`src/rtl/decode_register_file.sv`:
```
// decode_register_file: integer register file feeding the decode stage, with a
// load scoreboard that stalls decode while a consumed source awaits its load.
// Optional feature macro: REGFILE_BYPASS_EN (write-first forwarding from
// writeback to the read ports, and the stall is masked for the retiring register).
module decode_register_file #(
  parameter int XLEN = 32,
  parameter int NREG = 32,
  parameter int AW   = 5
) (
  input  logic            clk,
  input  logic            rst,
  input  logic [AW-1:0]   A1D,
  input  logic [AW-1:0]   A2D,
  input  logic            Use1D,
  input  logic            Use2D,
  output logic [XLEN-1:0] RD1D,
  output logic [XLEN-1:0] RD2D,
  input  logic            RegWriteW,
  input  logic [AW-1:0]   RdW,
  input  logic [XLEN-1:0] ResultW,
  input  logic            LoadIssueE,
  input  logic [AW-1:0]   RdE,
  input  logic            FlushE,
  output logic            StallD,
  output logic [NREG-1:0] BusyVec
);

  logic [XLEN-1:0] regFile [NREG];
  logic [NREG-1:0] busy;
  logic [NREG-1:0] busyNext;
  logic            writeValid;
  logic            loadValid;
  logic [XLEN-1:0] rd1;
  logic [XLEN-1:0] rd2;
  logic            busy1;
  logic            busy2;

  // x0 is never a real destination, so a write or load aimed at it does nothing.
  assign writeValid = RegWriteW && (RdW != '0);
  assign loadValid  = LoadIssueE && !FlushE && (RdE != '0);

`ifdef REGFILE_BYPASS_EN
  logic bypassOn;
  // Forwarding is disabled while reset is held so reads stay at zero.
  assign bypassOn = writeValid && rst;
`endif

  // Register storage: cleared on reset, written by writeback on the rising edge.
  always_ff @(posedge clk or negedge rst) begin
    if (!rst) begin
      for (int i = 0; i < NREG; i++) begin
        regFile[i] <= '0;
      end
    end else if (writeValid) begin
      regFile[RdW] <= ResultW;
    end
  end

  // Scoreboard next state: retire first, then mark the new load, so a younger load wins.
  always_comb begin
    busyNext = busy;
    if (writeValid) begin
      busyNext[RdW] = 1'b0;
    end
    if (loadValid) begin
      busyNext[RdE] = 1'b1;
    end
    busyNext[0] = 1'b0;
  end

  // Scoreboard register; pending loads are forgotten on reset.
  always_ff @(posedge clk or negedge rst) begin
    if (!rst) begin
      busy <= '0;
    end else begin
      busy <= busyNext;
    end
  end

  // Read ports and per-port busy terms, with optional write-first forwarding.
  always_comb begin
    rd1   = regFile[A1D];
    rd2   = regFile[A2D];
    busy1 = busy[A1D];
    busy2 = busy[A2D];
`ifdef REGFILE_BYPASS_EN
    if (bypassOn && (RdW == A1D)) begin
      rd1   = ResultW;
      busy1 = 1'b0;
    end
    if (bypassOn && (RdW == A2D)) begin
      rd2   = ResultW;
      busy2 = 1'b0;
    end
`endif
    if (A1D == '0) begin
      rd1   = '0;
      busy1 = 1'b0;
    end
    if (A2D == '0) begin
      rd2   = '0;
      busy2 = 1'b0;
    end
  end

  assign RD1D    = rd1;
  assign RD2D    = rd2;
  assign StallD  = (Use1D && busy1) || (Use2D && busy2);
  assign BusyVec = busy;

endmodule

```
`config.mk`:
```
export PLATFORM = sky130hd
export DESIGN_NAME = decode_register_file
export DESIGN_NICKNAME = d
export VERILOG_FILES = /design/src/rtl/decode_register_file.sv
export SDC_FILE = /design/constraint.sdc
export NUM_CORES = 2
export LEC_CHECK = 0
export BUFFER_PORTS_ARGS = -buffer_cell sky130_fd_sc_hd__buf_2
export CORE_ASPECT_RATIO = 2
export CORE_MARGIN = 2
export CORE_UTILIZATION = 55
export DETAILED_ROUTE_END_ITERATION = 8
export HOLD_SLACK_MARGIN = 0.1
export PLACE_DENSITY = 0.71
export SETUP_SLACK_MARGIN = 0.2
export SYNTH_ARGS = -nofsm -noshare
export SYNTH_HDL_FRONTEND = slang
export SYNTH_SLANG_ARGS = --single-unit
```
`constraint.sdc`:
```
create_clock -name clk -period 2 [get_ports clk]
set_input_delay 0.2 -clock clk [delete_from_list [all_inputs] [get_ports clk]]
set_output_delay 0.2 -clock clk [all_outputs]
set_load 0.02 [all_outputs]
```
==> impl_metrics.env <==
export IMPL_globalRouteMet2Util_pct=58.0
export IMPL_diodes=0
export IMPL_setup_viol=65
export IMPL_rsz0062_at_grt="yes"
export IMPL_core_um2=101000
export IMPL_hpwl_um=113000
export IMPL_violations="negative setup slack"
export IMPL_timing_fmax_ghz=0.370
export IMPL_status="finished, violations left"
export IMPL_clk_insertion_delay_late_ns=0.69
export IMPL_drv_slew=0
export IMPL_ys_seq_area_share_pct=47.2
export IMPL_r2r_end="BusyVec[16]"
export IMPL_synthArstFlopShare_pct=100
export IMPL_initial_core_util_pct=55.4
export IMPL_rows=165
export IMPL_drv_cap=0
export IMPL_htreeDepth=3
export IMPL_totalWireLength_um=174000
export IMPL_p_total_mw=63.5
export IMPL_grt_pass1_wl_um=260000
export IMPL_syn_nets=3521
export IMPL_hp_class="input port to register"
export IMPL_grt_pass1_vias=38800
export IMPL_path_class="register to output port"
export IMPL_syn_inst=3462
export IMPL_place_congestion=0.873
export IMPL_whs_ns=0.142
export IMPL_post_place_ws_ns=-0.435
export IMPL_r2r_slack_ns=0.58
export IMPL_die_y_um=455
export IMPL_rr_worst_depth=4
export IMPL_cts_buffers=93
export IMPL_ys_seq_elements=1055
export IMPL_r2r_start="BusyVec[16]"
export IMPL_finalWorstSetupSlack_ns=-0.705
export IMPL_power_leakage_nw=28.3
export IMPL_crit_path_start_kind="register"
export IMPL_placedCellCount=4862
export IMPL_clockRootBuffer="clkbuf_16"
export IMPL_grt_total_usage_pct=34.2
export IMPL_period_share_pct=135
export IMPL_endpoint="StallD"
export IMPL_io_buffers=154
export IMPL_synth_top_family_by_area="multiplexers"
export IMPL_remaining_drc_errors=0
export IMPL_finClkSkew_ns=0
export IMPL_avgSynthCellArea_um2=16.2
export IMPL_wl_per_cell_um=34.3
export IMPL_utilization_pct=65.0
export IMPL_worstPathRequired_ns=1.80
export IMPL_synth_warning_count=0
export IMPL_ir_worst_vdd_mv=0.776
export IMPL_use_met3_pct=5.82
export IMPL_startpoint="BusyVec[27]"
export IMPL_synth_edf_count=0
export IMPL_slew_headroom_pct=54.2
export IMPL_synth_compound_area_share_pct=1.15
export IMPL_ant_nets=0
export IMPL_synth_fa_ha_area_share_pct=0
export IMPL_layout_drive_gt1_share_pct=65.8
export IMPL_stdcell_count=5084
export IMPL_die_w_um=230
export IMPL_antenna_found_initial=3
export IMPL_die_area_um2=104000
export IMPL_first_iter_violations=3468
export IMPL_power_density_nw_per_um2=968
export IMPL_final_nets=3733
export IMPL_cp_end_kind="output port"
export IMPL_grt_overflow=0
export IMPL_synth_xor_area_share_pct=0
export IMPL_ios=156
export IMPL_yosysUniqueCellTypes=42
export IMPL_path_clk_slew_ns=0.07
export IMPL_vias=35500
export IMPL_cts_tree="done"
export IMPL_grt_max_degree=113
export IMPL_synth_simple_area_share_pct=1.30
export IMPL_fill_cells=6927
export IMPL_cp_arrival_ns=2.51
export IMPL_clock_sinks=1055
export IMPL_drt_pass1_iterations=7
export IMPL_crit_fanout=4
export IMPL_synth_area_um2=55900
export IMPL_synthFlopType="dfrtp_1"
export IMPL_gr_usage_met1_pct=42.3
export IMPL_synth_mux_area_fraction_pct=46.4
export IMPL_period_needed_ns=2.71
export IMPL_syn2layout_area_growth_pct=17.3
export IMPL_finalHoldViolCount=0
export IMPL_worst_pin_slew_ns=0.685
export IMPL_gr_max_usage_layer="met2"
export IMPL_clock_tree_buffer_depth=3
export IMPL_vias_per_cell=6.98
[power breakdown]
| group | switching, mW | internal, mW | total, mW | leakage, nW |
|---|---|---|---|---|
| sequential | 3.25 | 25.4 | 28.7 | 13.5 |
| clock | 8.35 | 10.7 | 19.1 | 1.58 |
| combinational | 6.29 | 9.49 | 15.8 | 13.3 |
[layout make-up]
cell class / instances / area [µm²] / area share [%]
Multi-Input combinational cell: 1927 / 28200 / 43.0
Sequential cell: 1055 / 26400 / 40.2
Clock buffer: 136 / 2750 / 4.19
Tap cell: 1336 / 1670 / 2.55
Clock inverter: 33 / 427 / 0.650
Timing Repair Buffer: 514 / 5830 / 8.88
Inverter: 83 / 317 / 0.482
[flip-flops by register name (all words and copies together) (netlist names)]
register and count:
BusyVec 31, regFile 1024
[layout by cell type (no fill, tap or decap), drive strengths merged, types with 2 or more instances in the layout]
cell,count
a22o,2
a311oi,2
a31oi,2
and3b,2
buf,476
bufinv,9
clkbuf,136
clkinv,21
dfrtp,1055
dlygate4sd3,37
inv,85
mux2,993
mux2i,8
mux4,652
nand2,103
nand2b,3
nand3,9
nand3b,5
nor2,14
nor2b,8
nor3,7
o21ai,78
o22ai,13
o31ai,6
o41ai,4
or2,3
[stage by stage]
stage | area (µm²) | setup TNS [ns]
3_3_place_gp | 61100 | -22.89
3_5_place_dp | 61100 | -23.31
6_report | 65600 | -39.00
2_1_floorplan | 56800 | 0
5_1_grt | 65600 | -42.33
4_1_cts | 65500 | -41.48
[worst min path at each step]
| stage | start | endpoint | slack (ns) | cells past startpoint |
|---|---|---|---|---|
| 2_1_floorplan | rst | BusyVec[10] | -0.1 | 0 |
| 3_3_place_gp | rst | regFile[598] | 0.08 | 1 |
| 3_5_place_dp | rst | regFile[598] | 0.09 | 1 |
| 4_1_cts | ResultW[22] | regFile[918] | 0.10 | 2 |
| 5_1_grt | ResultW[22] | regFile[502] | 0.15 | 2 |
| 6_report | ResultW[2] | regFile[738] | 0.14 | 2 |
[layer usage]
metal  share of wire [%]  routed length [µm]
met5               0.022                  39
met2                  51               89200
met3                 6.7               11700
met1                  36               62600
met4                 6.2               10800
[synth_stat cells (8+ instances only)]
cell type  instances  area [µm²]
buf_1             53         199
mux4_2           652       14700
o21ai_0           13        65.1
o22ai_1           13        81.3
buf_6             26         293
nor2b_1            8        50.1
buf_4             26         195
dfrtp_1         1055       26400
nand3_1            9        45.0
inv_1             82         308
nand2_1          103         387
buf_2             98         490
nor2_1            14        52.6
mux2i_1            8        80.1
o21ai_1           65         325
mux2_2           993       11200
clkbuf_1         194         728
[kinds of logic (layout without fill, tap and decap cells)]
logic type	Yosys count	in the layout
compound gates	112	112
buf+inv	480	766
flops	1055	1055
mux	1653	1653
other cells	1	1
simple gates	161	161
[timing repair]
item | in CTS | in global routing
hold buffers | 39 | 0
endpoints found under the hold margin | 1514 | 0
setup endpoints to repair | 65 | 70
setup buffers | 9 | 6
pin swaps | 6 | 3
resized for setup | 235 | 23
[critical path: stages, from the launching register on]
cell and delay [ns]:
dfrtp_2 0.43, mux4_2 0.47, mux2i_1 0.23, o31ai_1 0.10, o211ai_1 0.29, o31ai_4 0.15, buf_6 0.15
Note: power is estimated with default switching activity, not from simulation.
